==> src/rtl/div_pkg.sv <==
// Shared constants and FSM state type for the 16x8 restoring divider.
package div_pkg;

  localparam int DEF_DIVIDEND_W = 16;
  localparam int DEF_DIVISOR_W  = 8;
  localparam int DEF_CNT_W      = $clog2(DEF_DIVIDEND_W + 1);

  typedef enum logic [1:0] {
    IDLE = 2'd0,
    RUN  = 2'd1,
    DONE = 2'd2
  } div_state_e;

endpackage

==> src/rtl/div_step.sv <==
// One combinational restoring-division step: shift in a dividend bit, trial-subtract the divisor.
module div_step #(
  parameter int DIVISOR_W = 8
) (
  input  logic [DIVISOR_W:0]   r,
  input  logic                 dvd_bit,
  input  logic [DIVISOR_W-1:0] divisor,
  output logic [DIVISOR_W:0]   r_next,
  output logic                 q_bit
);

  logic [DIVISOR_W:0] t;
  logic               ge;

  // r[DIVISOR_W] set means the shifted value overflowed t, so it certainly exceeds the divisor.
  always_comb begin
    t      = {r[DIVISOR_W-1:0], dvd_bit};
    ge     = r[DIVISOR_W] | (t >= {1'b0, divisor});
    q_bit  = ge;
    r_next = ge ? (t - {1'b0, divisor}) : t;
  end

endmodule

==> src/rtl/restoring_divider16x8.sv <==
// Sequential unsigned restoring divider, one quotient bit per cycle, valid/ready on both sides.
// Optional RESTORING_DIV_EARLY_EXIT_EN: dividend < divisor completes without running the steps.
//
// state | meaning
// IDLE  | in_ready=1, waiting for operands
// RUN   | one restoring step per cycle, count down to 1
// DONE  | result held, out_valid=1 until out_ready
module restoring_divider16x8
  import div_pkg::*;
#(
  parameter int DIVIDEND_W = DEF_DIVIDEND_W,
  parameter int DIVISOR_W  = DEF_DIVISOR_W
) (
  input  logic                  clk,
  input  logic                  rst,
  input  logic                  in_valid,
  output logic                  in_ready,
  input  logic [DIVIDEND_W-1:0] dividend,
  input  logic [DIVISOR_W-1:0]  divisor,
  output logic                  out_valid,
  input  logic                  out_ready,
  output logic [DIVIDEND_W-1:0] quotient,
  output logic [DIVISOR_W-1:0]  remainder,
  output logic                  div_by_zero
);

  localparam int CW = $clog2(DIVIDEND_W + 1);

`ifdef RESTORING_DIV_EARLY_EXIT_EN
  localparam bit EARLY_EXIT = 1'b1;
`else
  localparam bit EARLY_EXIT = 1'b0;
`endif

  div_state_e            state_q, state_d;
  logic [CW-1:0]         count_q, count_d;
  logic [DIVISOR_W:0]    r_q, r_d;
  logic [DIVIDEND_W-1:0] dvd_q, dvd_d;
  logic [DIVISOR_W-1:0]  dvs_q, dvs_d;
  logic [DIVIDEND_W-1:0] quot_q, quot_d;
  logic [DIVISOR_W-1:0]  rem_q, rem_d;
  logic                  dbz_q, dbz_d;
  logic                  hold_q, hold_d;

  logic [DIVISOR_W:0]    r_next;
  logic                  q_bit;

  div_step #(.DIVISOR_W(DIVISOR_W)) u_step (
    .r       (r_q),
    .dvd_bit (dvd_q[DIVIDEND_W-1]),
    .divisor (dvs_q),
    .r_next  (r_next),
    .q_bit   (q_bit)
  );

  always_comb begin
    state_d   = state_q;
    count_d   = count_q;
    r_d       = r_q;
    dvd_d     = dvd_q;
    dvs_d     = dvs_q;
    quot_d    = quot_q;
    rem_d     = rem_q;
    dbz_d     = dbz_q;
    hold_d    = 1'b0;
    in_ready  = 1'b0;
    out_valid = 1'b0;

    case (state_q)
      IDLE: begin
        in_ready = 1'b1;
        if (in_valid) begin
          // Short paths spend one settle cycle in DONE so out_valid appears one edge after accept.
          if (divisor == '0) begin
            quot_d  = '1;
            rem_d   = dividend[DIVISOR_W-1:0];
            dbz_d   = 1'b1;
            hold_d  = 1'b1;
            state_d = DONE;
          end else if (EARLY_EXIT && (dividend < DIVIDEND_W'(divisor))) begin
            quot_d  = '0;
            rem_d   = dividend[DIVISOR_W-1:0];
            dbz_d   = 1'b0;
            hold_d  = 1'b1;
            state_d = DONE;
          end else begin
            dvd_d   = dividend;
            dvs_d   = divisor;
            r_d     = '0;
            quot_d  = '0;
            dbz_d   = 1'b0;
            count_d = CW'(DIVIDEND_W);
            state_d = RUN;
          end
        end
      end
      RUN: begin
        r_d     = r_next;
        dvd_d   = {dvd_q[DIVIDEND_W-2:0], 1'b0};
        quot_d  = {quot_q[DIVIDEND_W-2:0], q_bit};
        count_d = count_q - CW'(1);
        if (count_q == CW'(1)) begin
          rem_d   = r_next[DIVISOR_W-1:0];
          state_d = DONE;
        end
      end
      DONE: begin
        out_valid = ~hold_q;
        if (~hold_q && out_ready) begin
          state_d = IDLE;
        end
      end
      default: state_d = IDLE;
    endcase
  end

  always_ff @(posedge clk) begin
    if (rst) begin
      state_q <= IDLE;
      count_q <= '0;
      r_q     <= '0;
      dvd_q   <= '0;
      dvs_q   <= '0;
      quot_q  <= '0;
      rem_q   <= '0;
      dbz_q   <= 1'b0;
      hold_q  <= 1'b0;
    end else begin
      state_q <= state_d;
      count_q <= count_d;
      r_q     <= r_d;
      dvd_q   <= dvd_d;
      dvs_q   <= dvs_d;
      quot_q  <= quot_d;
      rem_q   <= rem_d;
      dbz_q   <= dbz_d;
      hold_q  <= hold_d;
    end
  end

  assign quotient    = quot_q;
  assign remainder   = rem_q;
  assign div_by_zero = dbz_q;

endmodule

==> config.mk <==
export PLATFORM = sky130hd
export DESIGN_NAME = restoring_divider16x8
export DESIGN_NICKNAME = d
export VERILOG_FILES = /design/src/rtl/div_pkg.sv /design/src/rtl/div_step.sv /design/src/rtl/restoring_divider16x8.sv
export SDC_FILE = /design/constraint.sdc
export NUM_CORES = 1
export LEC_CHECK = 0
export ABC_CLOCK_PERIOD_IN_PS = 2600
export CAP_MARGIN = 15
export CORE_ASPECT_RATIO = 0.5
export CORE_MARGIN = 4
export CORE_UTILIZATION = 30
export DETAILED_ROUTE_END_ITERATION = 16
export HOLD_SLACK_MARGIN = 0.06
export SETUP_SLACK_MARGIN = 0.5
export SLEW_MARGIN = 20
export SYNTH_ARGS = -nofsm -noshare
export SYNTH_HDL_FRONTEND = slang
export SYNTH_SLANG_ARGS = --single-unit
==> constraint.sdc <==
create_clock -name clk -period 2.6 [get_ports clk]
set_input_delay 0.65 -clock clk [delete_from_list [all_inputs] [get_ports clk]]
set_output_delay 0.65 -clock clk [all_outputs]
set_load 0.05 [all_outputs]
* Word-level counts from Yosys, hierarchy flattened *
Cells that the tools add are included.

operators by class
  add/subtract/negate cells = 2
  multipliers = 0
  div/mod/pow operators = 0
  $lt $le $gt $ge = 1
  equal/unequal tests = 8
  shifts and indexed selects = 0
  mux-type cells = 25
  bitwise logic cells = 5
  reduce and logical (&&, ||, !) cells = 11

operators with widths
  cell                                              count
  2-to-1 mux 16 bit                                 4
  one-hot mux 16 bit (2 select lines)               2
  2-to-1 mux 9 bit                                  3
  2-to-1 mux 8 bit                                  3
  one-hot mux 9 bit (2 select lines)                1
  one-hot mux 8 bit (2 select lines)                1
  2-to-1 mux 5 bit                                  2
  inequality test 2 bit, second input constant      5
  one-hot mux 5 bit (2 select lines)                1
  greater-or-equal comparator 9 x 8 -> 1 bit        1
  AND reduction 3 bit                               3
  subtractor 9 x 8 -> 9 bit                         1
  zero test 8 bit                                   1
  2-to-1 mux 2 bit                                  4
  one-hot mux 2 bit (3 select lines)                1
  == test 5 x 1 -> 1 bit, second input constant     1
  subtractor 5 x 1 -> 5 bit, second input constant  1
  NOT 1 bit                                         4
  AND reduction 2 bit                               2
  AND reduction 4 bit                               1
  2-to-1 mux 1 bit                                  3
  OR reduction 3 bit                                1
  == test 2 x 1 -> 1 bit, second input constant     1
  == test 2 bit, second input constant              1
  4 further kinds                                   4

word-level totals
  register bits after elaboration = 66
  bits in latches = 0
  bits in writable memories = 0
  ROM bits = 0
  memories kept = 0

* Logic depth before layout (Yosys ltp) *
  word-level depth = 5
  depth in mapped cells = 10
  depth with buffers taken out = 10

* By module *
From an unflattened synthesis, not the netlist that was laid out.

second synthesis, totals
  cells, all modules = 370
  area, all modules = 3233.1 um2

by module, submodules not included
  module                 instances  cells an instance  area each (um2)  sequential area each (um2)
  restoring_divider16x8  1          295                2697.6           1321.3
  div_step               1          75                 535.5            0.0

* Worst setup path before layout *
OpenSTA, ideal clock, no wires.

  kind = register to output
  start point = register state_q[0]
  end point = output out_valid
  arrival time = 1.590 ns
  setup slack = 0.360 ns
  cell stages (with the launch flop) = 3
  buffers on the path = 1
  cell sequence = dfxtp_1 clkbuf_8 nor3b_1

on the way
  longest elaborated chain between the ends = 2

ends and longest elaborated chain
  item                      line                          RTL
  start: declaration        restoring_divider16x8.sv:35   div_state_e state_q, state_d;
  start signal: assignment  restoring_divider16x8.sv:129  state_q <= state_d;
  == test 2 bit             restoring_divider16x8.sv:69   case (state_q)
  2-to-1 mux 1 bit          restoring_divider16x8.sv:69
  end: declaration          restoring_divider16x8.sv:20   output logic out_valid,

No other way between the ends.

* Worst setup path in the final report *
  start point = register dvd_q[15]
  end point = register rem_q[6], in the netlist remainder[6]

on the way
  longest elaborated chain between the ends = 5

ends and longest elaborated chain
  item                                        line                          RTL
  start: declaration                          restoring_divider16x8.sv:38   logic [DIVIDEND_W-1:0] dvd_q, dvd_d;
  start signal: assignment                    restoring_divider16x8.sv:132  dvd_q <= dvd_d;
  greater-or-equal comparator 9 x 8 -> 1 bit  div_step.sv:18                ge = r[DIVISOR_W] | (t >= {1'b0, divisor});
  bitwise OR 1 bit                            div_step.sv:18
  2-to-1 mux 9 bit (*)                        div_step.sv:20                r_next = ge ? (t - {1'b0, divisor}) : t;
  2-to-1 mux 8 bit (*)                        restoring_divider16x8.sv:102  if (count_q == CW'(1)) begin
  one-hot mux 8 bit (2 select lines) (*)      restoring_divider16x8.sv:69
  end signal: assignment                      restoring_divider16x8.sv:135  rem_q <= rem_d;
  end: declaration                            restoring_divider16x8.sv:41   logic [DIVISOR_W-1:0] rem_q, rem_d;

Mark *: on every way between the ends. The rest lies on a longest branch, timed or not. The select of a mux whose other input is x is not followed.
A chain may end at the register's enable or synchronous reset.

==> impl_metrics.toml <==
[timing]
hold_viol = 0
relSlewSlack_pct = 61.7
period_needed_ps = 2120
worstMarginPinSlew_ps = 575
slew_violations = 0
grt_setup_unrepaired = "true"
skew_ps = 5.10
period_share_pct = 81.4
fmax_mhz = 473
setup_violations = 0

[cts]
cts_made_buffers = 9
cts_tree = "done"
h-tree-depth = 3
root_buffer = "clkbuf_16"
cts_buffer_depth = 2
cts_sinks = 66
clk-insertion-delay-late_ps = 330
cts.clk_slew.worst_paths_ps = 50

[synthesis]
ys.flop_type = "dfxtp_1"
synth_cell_types = 51
ys_async_sr_fraction_pct = 0
synth_top_cell_by_area = "dfxtp_1"
synth_common_cells = "dfxtp_1 (66), nand2_1 (45), a21oi_1 (38), nor2_1 (38)"
avgSynthCellArea_um2 = 8.79
yosysSeqAreaShare_pct = 41.5
netlist_instances = 362
synth_area_um2 = 3180
syn-num-nets = 401
yosysWarningCount = 0
synth-seq-cells = 66
synth_edf_count = 0
yosysMostFrequentCell = "dfxtp_1"
netlist_top_cells_area = "dfxtp_1 (42%), a21oi_1 (6.0%), nand2_1 (5.3%)"
synth_top_area_share_pct = 41.5

[pwr]
powerDensity_nw_per_um2 = 789
power_mw = 3.59
vdd_ir_drop_max_mv = 0.364
leakage_nw = 1.82

[min_path]
min-delay-path-class = "flip-flop to flip-flop"
min_from = "dvs_q[7]$_SDFFE_PP0P_"
holdPathStages = 2
min_to = "dvs_q[7]$_SDFFE_PP0P_"

[setup_path]
crit_path_end_kind = "flip-flop"
required_ps = 2840
crit_fanout = 3
cp-start-kind = "flip-flop"
max_stage_delay_ps = 370
reg2regPathDepth = 10
rr_endpoint = "remainder[6]$_SDFFE_PP0P_"
crit_arrival_ps = 2360
path_cells = "inv_2, ha_4, inv_1, fa_2, nand3_2, a21boi_2, o21a_1, o21a_1, o31a_4, a311oi_2"
critPathSlowestCell = "fa_2"
crit_top_cell = "o21a_1"
critPathKind = "flip-flop to flip-flop"
ff2ff_setup_slack_ps = 480
rr_startpoint = "dvd_q[15]$_SDFFE_PP0P_"

[place]
dp_hpwl_um = 5760
gp_congestion = 0.778
place_inst = 548
portBuffers = 54

[grt]
grt_usage_pct = 13.9
antenna_found_initial = 0
grt_pass1_wl_um = 13800
grt_max_degree = 42
grt_pass1_vias = 2779
overflow = 0

[outcome]
status = "complete, no violations"

[final_layout]
antenna_cells = 0
regArea_um2 = 1330
nets = 474
fillCellCount = 1001
syn_to_final_growth_pct = 43.1
layout-drive-gt1-share_pct = 24.4
multiInputGateArea_um2 = 1880
layout.cells.non_filler = 578

[drt]
wl_per_cell_um = 14.8
vias = 2857
via_per_inst = 4.94
drt_iter0_drc = 226
wl_um = 8540
route.detailed.drc = 0
drt_pass1_iterations = 4
ant_nets = 0

[die]
rows = 26
coreArea_um2 = 10300
die_area_um2 = 12400
die_w_um = 154
ioPinCount = 55
die_h_um = 80.8
initial_utilization_pct = 30.9

[job]
drv_cap = 0
==> stage by stage <==
step	hold WS [ps]	setup TNS, ps	cell area, µm²	setup slack [ps]	utilization, %
after floorplan	426	0	3200	505	-
after global placement	445	0	3880	30.4	37.7
after detailed placement	448	-18.8	3880	-8.71	37.7
after CTS	456	0	4400	442	42.8
after global routing	467	0	4550	381	44.3
final	454	0	4550	484	44.3
==> where the power goes <==
part / internal (mW) / switching [mW]
registers: 1.10 / 0.0655
clock network: 0.852 / 0.417
logic: 0.509 / 0.648
==> worst max path at each step <==
stage,slack [ps],to,cells after the start,from
CTS,440,remainder[6]$_SDFFE_PP0P_,8,dvs_q[1]$_SDFFE_PP0P_
finish,480,remainder[6]$_SDFFE_PP0P_,10,dvd_q[15]$_SDFFE_PP0P_
floorplan,510,remainder[6]$_SDFFE_PP0P_,10,dvd_q[15]$_SDFFE_PP0P_
global route,380,r_q[8]$_SDFFE_PP0P_,10,dvd_q[15]$_SDFFE_PP0P_
global placement,30,dvd_q[5]$_SDFFE_PP0P_,7,divisor[7]
detailed placement,-9,dvd_q[8]$_SDFFE_PP0P_,7,divisor[7]
==> area by class of cell <==
| type | count | area share [%] |
|---|---|---|
| Multi-Input combinational cell | 258 | 41.3 |
| Clock buffer | 11 | 5.33 |
| Timing Repair Buffer | 85 | 17.6 |
| Inverter | 15 | 1.24 |
| Sequential cell | 66 | 29.2 |
| Tap cell | 140 | 3.85 |
| Clock inverter | 3 | 1.43 |
==> flip-flops by register name, summed over array words and instances (netlist names), 2 cells and up <==
name / cells
dvd_q: 16
quotient: 16
r_q: 9
dvs_q: 8
remainder: 8
count_q: 5
state_q: 2
==> layout by cell type (no fill, tap or decap), types with 8 or more instances in the layout <==
cell              n
dfxtp_1          61
clkdlybuf4s50_1  18
nand2_1          45
a311oi_1          8
dlygate4sd2_1    27
clkbuf_16         9
buf_4            21
a21oi_1          36
mux2i_1           8
inv_1            13
a22oi_1          15
nor2_1           37
==> metal layers <==
layer	vias to the layer above	share of wire, %	track usage (%)
li1	1471	-	-
met1	1351	50	18.4
met2	29	47	21.9
met3	6	2.6	4.90
met4	0	0.78	3.26
met5	-	0	0
==> cells by family after synthesis <==
group / Yosys count / synth area share [%]
xor+xnor: 4 / 1.10
mux: 9 / 2.87
fa+ha+maj: 11 / 4.56
buf+inv: 38 / 6.96
compound gates: 121 / 26.9
flops: 66 / 41.5
simple gates: 113 / 16.1
==> critical path: cells and delay by family (launching register included) <==
kind,cells,cell delay [ps]
AOI/OAI and AO/OA,5,960
and+or+nand+nor,1,120
DFF,1,340
adders and majority gates,2,500
buffers and inverters,2,110
==> repair_timing <==
item | in CTS | in global routing
buffers inserted | 10 | 4
endpoints found under the hold margin | 0 | 0
gates resized for setup | 68 | 35
hold buffers | 0 | 0
setup endpoints to repair | 65 | 25
pin swaps | 24 | 15
cloned | 2 | 0
(Power assumes the default switching activity.)
